File: src/rtl/hasher_mem_responder.sv
// hasher_mem_responder: header/result word memory, minimum-hash tracker and start/done handshake for the SHA-256 nonce hasher
module hasher_mem_responder #(
  parameter int DEPTH      = 64,
  parameter int OUT_BASE   = 32,
  parameter int NUM_NONCES = 16,
  parameter int TIMEOUT    = 4096
) (
  input  logic        clk,
  input  logic        reset_n,
  input  logic        host_we,
  input  logic [15:0] host_addr,
  input  logic [31:0] host_wdata,
  output logic [31:0] host_rdata,
  input  logic        go,
  input  logic [31:0] target,
  output logic        start,
  input  logic        done,
  input  logic [15:0] mem_addr,
  input  logic        mem_we,
  input  logic [31:0] mem_write_data,
  output logic [31:0] mem_read_data,
  output logic        busy,
  output logic        result_valid,
  output logic        hit,
  output logic [31:0] best_hash,
  output logic [15:0] best_nonce,
  output logic        err_timeout
);
  localparam int AW = $clog2(DEPTH);
  localparam logic [15:0] DEP = 16'(DEPTH);
  localparam logic [15:0] OUT_LO = 16'(OUT_BASE);
  localparam logic [15:0] OUT_HI = 16'(OUT_BASE + NUM_NONCES);
  localparam logic [31:0] TO_LAST = 32'(TIMEOUT - 1);
  typedef enum logic [1:0] {IDLE, START, RUN, REPORT} state_t;
  state_t state, state_d;
  logic [31:0] ram [DEPTH];
  logic [31:0] target_q, cur_hash, hash_d, cnt, wr_data;
  logic [15:0] cur_nonce, nonce_d;
  logic [AW-1:0] wr_addr;
  logic go_acc, hw_acc, better, timed_out, to_report, wr_en;
  assign start = state == START;
  assign busy = state != IDLE;
  assign result_valid = state == REPORT;
  always_comb begin
    go_acc = state == IDLE && go;
    hw_acc = (state == START || state == RUN) && mem_we;
    better = hw_acc && mem_addr >= OUT_LO && mem_addr < OUT_HI && mem_write_data < cur_hash;
    hash_d = better ? mem_write_data : cur_hash;
    nonce_d = better ? mem_addr - OUT_LO : cur_nonce;
    timed_out = state == RUN && !done && cnt == TO_LAST;
    to_report = state == RUN && (done || timed_out);
    state_d = state == IDLE ? (go ? START : IDLE) :
              state == START ? RUN :
              state == RUN ? (to_report ? REPORT : RUN) : IDLE;
    // host owns the write port in IDLE, the hasher owns it while busy
    wr_en = state == IDLE ? host_we && host_addr < DEP : hw_acc && mem_addr < DEP;
    wr_addr = state == IDLE ? host_addr[AW-1:0] : mem_addr[AW-1:0];
    wr_data = state == IDLE ? host_wdata : mem_write_data;
  end
  always_ff @(posedge clk)
    if (wr_en) ram[wr_addr] <= wr_data;
  always_ff @(posedge clk or negedge reset_n)
    if (!reset_n) begin
      state <= IDLE;
      target_q <= '0;
      cur_hash <= '1;
      cur_nonce <= '0;
      cnt <= '0;
      hit <= 1'b0;
      best_hash <= '0;
      best_nonce <= '0;
      err_timeout <= 1'b0;
      mem_read_data <= '0;
      host_rdata <= '0;
    end else begin
      state <= state_d;
      mem_read_data <= mem_addr < DEP ? ram[mem_addr[AW-1:0]] : '0;
      host_rdata <= host_addr < DEP ? ram[host_addr[AW-1:0]] : '0;
      if (go_acc) begin
        target_q <= target;
        cur_hash <= '1;
        cur_nonce <= '0;
        cnt <= '0;
        hit <= 1'b0;
        best_hash <= '0;
        best_nonce <= '0;
        err_timeout <= 1'b0;
      end else begin
        cur_hash <= hash_d;
        cur_nonce <= nonce_d;
        if (state == RUN && cnt != '1) cnt <= cnt + 32'd1;
        // results include a write landing in the same cycle as done
        if (to_report) begin
          best_hash <= hash_d;
          best_nonce <= nonce_d;
          hit <= hash_d < target_q;
        end
        if (timed_out) err_timeout <= 1'b1;
      end
    end
endmodule
File: config.mk
export PLATFORM = sky130hd
export DESIGN_NAME = hasher_mem_responder
export DESIGN_NICKNAME = d
export VERILOG_FILES = /design/src/rtl/hasher_mem_responder.sv
export SDC_FILE = /design/constraint.sdc
export NUM_CORES = 2
export LEC_CHECK = 0
export BUFFER_PORTS_ARGS = -buffer_cell sky130_fd_sc_hd__buf_2
export CAP_MARGIN = 10
export CORE_MARGIN = 2
export CORE_UTILIZATION = 48
export DETAILED_ROUTE_END_ITERATION = 10
export GPL_ROUTABILITY_DRIVEN = 1
export PLACE_DENSITY = 0.63
export SLEW_MARGIN = 5
export SYNTH_ARGS = -nofsm -noshare
export SYNTH_HDL_FRONTEND = slang
export SYNTH_SLANG_ARGS = --single-unit
File: constraint.sdc
create_clock -name clk -period 5.27 [get_ports clk]
set_clock_uncertainty 0.05 [all_clocks]
set_input_delay 1.054 -clock clk [delete_from_list [all_inputs] [get_ports clk]]
set_output_delay 1.054 -clock clk [all_outputs]
set_load 0.01 [all_outputs]
# After elaboration in Yosys (flattened, before gate mapping)
# Memories as Yosys holds them, arrays and structs flattened.
# Cells that the tools add are included.
op_classes:
  n_addsub: 2
  magnitude_cmp: 6
  n_eq_ne: 5
  mux: 26
  n_reduce_logical: 19
ops:
  columns: ["operator", "count"]
  rows:
  - ["$mux W32", 9]
  - ["$lt A32 B32 Y1", 2]
  - ["$mux W16", 4]
  - ["$add A32 B1 Y32 const B", 1]
  - ["$eq A32 B12 Y1 const B", 1]
  - ["$lt A16 B7 Y1 const B", 2]
  - ["$ne A32 B32 Y1 const B", 1]
  - ["$ge A16 B6 Y1 const B", 1]
  - ["$lt A16 B6 Y1 const B", 1]
  - ["$sub A16 B6 Y16 const B", 1]
  - ["$logic_and A1 B1 Y1", 11]
  - ["$mux W1", 9]
  - ["$reduce_bool A2 Y1", 4]
  - ["$mux W2", 3]
  - ["$mux W6", 1]
  - ["$eq A2 B2 Y1 const B", 2]
  - ["$eq A2 B1 Y1 const B", 1]
  - ["$logic_not A2 Y1", 1]
  - ["$logic_or A1 B1 Y1", 2]
  - ["$logic_not A1 Y1", 1]
totals:
  regBits: 228
  mem_bits_rw: 2048
  input_bits: 134
  output_inout_bits: 117
  word_cells: 70
  n_memories: 1
mem_list:
  columns: ["memory", "words", "word_bits", "read_ports", "rd_ports_with_merged_regs", "write_ports", "line_no", "text"]
  rows:
  - ["ram", 64, 32, 2, 0, 1, "36", "logic [31:0] ram [DEPTH];"]

# Depth between registers and ports, before layout
depth:
  ltp_word: 10
  ltp_mapped: 20
  depth_no_buf: 17

# Least setup slack after synthesis
# Ideal clock, no wire load.
synth_timing:
  kind: "in2reg"
  from: "input mem_addr[0]"
  to: "register hit"
  setup_ps: 134
  t_arrival_ps: 4934
  required_time_ps: 5086
  setup_slack_ps: 152
  stages: 20
  n_path_buf: 6
  path_cell_list: "clkbuf_1 buf_2 buf_2 buf_2 nand4b_1 o32ai_1 o2111ai_1 a21oi_1 buf_2 buf_2 mux2i_1 inv_1 ha_1 and4_1 nand3_1 or4_1 nor4_1 o21ai_0 a2111oi_0 nor3_1"
synth_between:
  elab_chain_cells: 8
  word_cells_on_any_way: 9
  classes_between: "order compare (3); mux (3); reduce/logical (3)"
synth_rtl:
  columns: ["item", "line_no", "text"]
  rows:
  - ["start: declaration", "18", "input logic [15:0] mem_addr,"]
  - ["$ge A16 B6 Y1", "47", "better = hw_acc && mem_addr >= OUT_LO && mem_addr < OUT_HI && mem_write_data < cur_hash;"]
  - ["$logic_and A1 B1 Y1", "47", null]
  - ["$logic_and A1 B1 Y1 (*) (2 in series)", "47", null]
  - ["$mux W32 (*)", "48", "hash_d = better ? mem_write_data : cur_hash;"]
  - ["$lt A32 B32 Y1 (*)", "96", "hit <= hash_d < target_q;"]
  - ["$mux W1 (*)", "93", "if (to_report) begin"]
  - ["$mux W1 (*)", "79", "if (go_acc) begin"]
  - ["end signal: assignment", "96", null]
  - ["end: declaration", "24", "output logic hit,"]
# Every way passes the cells marked *; elsewhere a longest branch is shown, timed or not. The select of a mux whose other input is x is not followed.
# A chain may end at the register's enable or synchronous reset.

# Worst setup path in the final report
layout_timing:
  from: "register cur_hash[17]"
  to: "register hit"
layout_between:
  elab_chain_cells: 6
layout_rtl:
  columns: ["item", "line_no", "text"]
  rows:
  - ["start: declaration", "37", "logic [31:0] target_q, cur_hash, hash_d, cnt, wr_data;"]
  - ["start signal: assignment", "89", "cur_hash <= hash_d;"]
  - ["$lt A32 B32 Y1", "47", null]
  - ["$logic_and A1 B1 Y1", "47", null]
  - ["$mux W32 (*)", "48", null]
  - ["$lt A32 B32 Y1 (*)", "96", null]
  - ["$mux W1 (*)", "93", null]
  - ["$mux W1 (*)", "79", null]
# Marks and branches as above.

==> summary.txt <==
max cap viols -> 0
WP data arrival -> 5.72 ns
met2 WL -> 159.1 mm
CTS tree -> done
pre-CTS WS -> -0.4432 ns
yosys warns -> 0
Least-Margin Pin Slew -> 1.354 ns
# H-tree levels -> 4
Max Clk Rate -> 0.2001 GHz
crit start category -> register
post-DP HPWL -> 202.3 mm
final wirelength -> 335.0 mm
Top Metal Used -> met5
WL met3 -> 34.49 mm
vias post-DR -> 58.38k
outcome -> finished, final reports clean
post-synth cell types -> 54
most used cell, CP -> o21ai_0
top post-synthesis cells by area -> edfxtp_1 59%, mux4_2 29%, dfrtp_1 4.7%, ha_1 0.83%, clkbuf_1 0.82%
Non-Filler Instances -> 8479
WS Path Type -> reg -> reg
crit-path cells -> inv_1 -> ha_1 -> a21oi_1 -> o21ai_0 -> o21ai_0 -> a21oi_1 -> a21oi_4 -> buf_12 -> mux2i_1 -> inv_1 -> ha_1 -> and4_1 -> nand3_1 -> or4_1 -> nor4_1 -> o21ai_0 -> a2111oi_0 -> nor3_1
die outline height -> 470.7 µm
Slowest-stage cell, CP -> or4_1
drt initial violations -> 8213
Setup Buffers After CTS -> 0
Setup WS post-layout -> 0.2728 ns
clock latency on the worst-skew pair -> 0.90 ns
Die Area -> 221600 µm²
initial antenna violation count -> 26
# IOs -> 251
list of most frequent post-synthesis cells -> 2048 x edfxtp_1, 1329 x mux4_2, 229 x clkbuf_1
Starting Density -> 48.24%
Total Nets Final -> 5573
P_leak -> 38.90 nW
number of CTS-inserted buffers -> 233
clock buffer depth -> 3
leading area contributor after synthesis -> edfxtp_1
count of TritonRoute iterations in the first routing pass -> 6
RSZ-0062 raised after global routing -> false
EDFF count, synth -> 2048
shortest period the worst path allows -> 4.997 ns
Final Max Tran Viols -> 0
most frequent cell after synthesis -> edfxtp_1
GPL Wtd Cong -> 0.9270
Setup violations, final -> 0
Hold Fails Final Rpt -> 0
first-pass GRT wire length -> 465.0 mm
post-synthesis sequential area ratio -> 64.32%
placed insts -> 7987
Reg clk slew, reported paths -> 0.07 ns
global route total overflow -> 0
Mapped Area -> 104500 µm²
CP peak stage delay -> 0.61 ns
layout cells sized above 1 -> 42.42%
P&R area growth vs syn -> 14.10%
Rows -> 171
Post-CTS Resized -> 0
Top FF cell, synth -> edfxtp_1
max_slew headroom -> 9.700%
hold buffers post-CTS -> 0
chip width -> 470.7 µm
vias in the first global route -> 58.67k
crit share post-route -> 94.82%
synthesized area per cell -> 21.18 µm²
post-synthesis register bit count -> 2276
clock sinks -> 2276
DRT antenna net count -> 0
syn_nets -> 5139
largest net degree at the start of global routing -> 137
vias per inst -> 6.886
Port-buffer cells -> 250
Max IR drop VDD -> 361.0 µV
worst hold path class -> in -> async
Post-Synthesis Cells -> 4936
Post-synth ARST share -> 10.02%
M1 WL -> 125.6 mm
gr usage total -> 30.40%
Worst Path Required -> 5.99 ns
Setup crit end kind -> register
crit-path max FO -> 12
drt drc -> 0
pwr/cell area -> 370.5 nW/µm²
Core Region -> 216700 µm²
Synth top area share -> 58.82%
CTS Root Cell -> clkbuf_16
DR WL/cell -> 39.51 µm
[final cells by class]
class,count,area (µm²)
diodes,55,137.6
clock buffers,307,6301
clock inverters,128,1239
fillers,16212,97450
inverters,105,394.1
multi-input cells,2188,35930
flip-flops and latches,2276,67240
well taps,2854,3571
repair buffers,566,4472
[critical path: cells and delay by family, from the launching register on]
kind | cells | cell delay, ns
AO/OA/AOI/OAI | 7 | 1.86
adder cells (fa/ha/maj) | 2 | 0.59
buffers and inverters | 3 | 0.30
flip-flops | 1 | 0.55
multiplexers | 1 | 0.21
AND/OR/NAND/NOR | 5 | 1.29
[path summary, 6_finish.rpt]
check	start	endpoint	slack (ns)	cells past startpoint
min	reset_n	state[1]	0.12	1
max reg2reg	cur_hash[17]	hit	0.27	18
min in group clk	target[22]	target_q[22]	0.31	3
max in group asynchronous	reset_n	best_hash[4]	3.83	2
min reg2reg	cur_nonce[4]	cur_nonce[4]	0.45	2
max	cur_hash[17]	hit	0.27	18
[sequential cells by signal, indices dropped and copies added, names as in the netlist]
name and count:
cur_nonce 16, ram 2048, target_q 32, best_hash 32, err_timeout 1, host_rdata 32, state 2, best_nonce 16
hit 1, mem_read_data 32, cur_hash 32, cnt 32
[cell usage in the layout, fill, tap and decap left out, types with 10 or more instances in the layout]
master	netlist	final
nand2_1	126	125
and2_1	21	20
clkinv_1	0	53
o22ai_1	15	15
nor3_1	26	26
mux2i_1	67	67
buf_12	0	60
clkinv_2	0	34
nand4_1	18	18
o221ai_1	10	10
nor2_1	138	74
ha_1	69	68
o21ai_0	99	99
bufinv_16	0	17
diode_2	0	55
edfxtp_1	2048	2048
mux2_2	32	32
clkbuf_8	0	15
clkbuf_1	229	57
nor4_1	14	13
nand3_1	33	32
buf_4	2	259
nor2_4	0	64
mux4_2	1329	1329
buf_2	88	238
clkbuf_16	0	235
xor2_1	18	18
a21oi_1	61	60
dfstp_2	32	32
xnor2_1	12	12
nor2b_1	33	33
dfrtp_1	196	196
nand2b_1	10	10
inv_1	105	105
[cell families (layout without fill, tap and decap cells)]
logic type / Yosys count / after routing / share of synthesized area (%)
other: 0 / 55 / 0
multiplexers: 1428 / 1428 / 29.62
buffers and inverters: 472 / 1106 / 1.814
AO/OA/AOI/OAI: 213 / 213 / 1.158
adder cells (fa/ha/maj): 69 / 69 / 0.8258
AND/OR/NAND/NOR: 448 / 448 / 2.015
XOR/XNOR: 30 / 30 / 0.2513
flip-flops: 2276 / 2276 / 64.32
[power breakdown]
group          leakage, nW  internal, mW  switching, mW
combinational         13.9          1.92           4.20
sequential            21.3          21.5          0.151
clock                 3.66          9.24           7.17
[per-stage QoR]
step                hold slack (ns)  TNS [ns]  utilization (%)  instance area, µm²  power (mW)
floorplan                    0.3953         0                -              104500       25.44
global placement             0.4295   -0.3154            51.48              111600       27.96
detailed placement           0.4424   -0.4432            51.48              111600       28.09
CTS                          0.1093         0            54.95              119100       44.28
global route                 0.1594         0            55.03              119300       45.45
finish                       0.1193         0            55.04              119300       44.19
[layer usage]
metal  vias to the layer above  track usage [%]
met1                     31786            41.56
li1                      22276                -
met2                      3628            47.34
met3                       680            6.812
met5                         -                0
met4                        14            13.32
No activity file was read; power rests on OpenSTA's default activity.
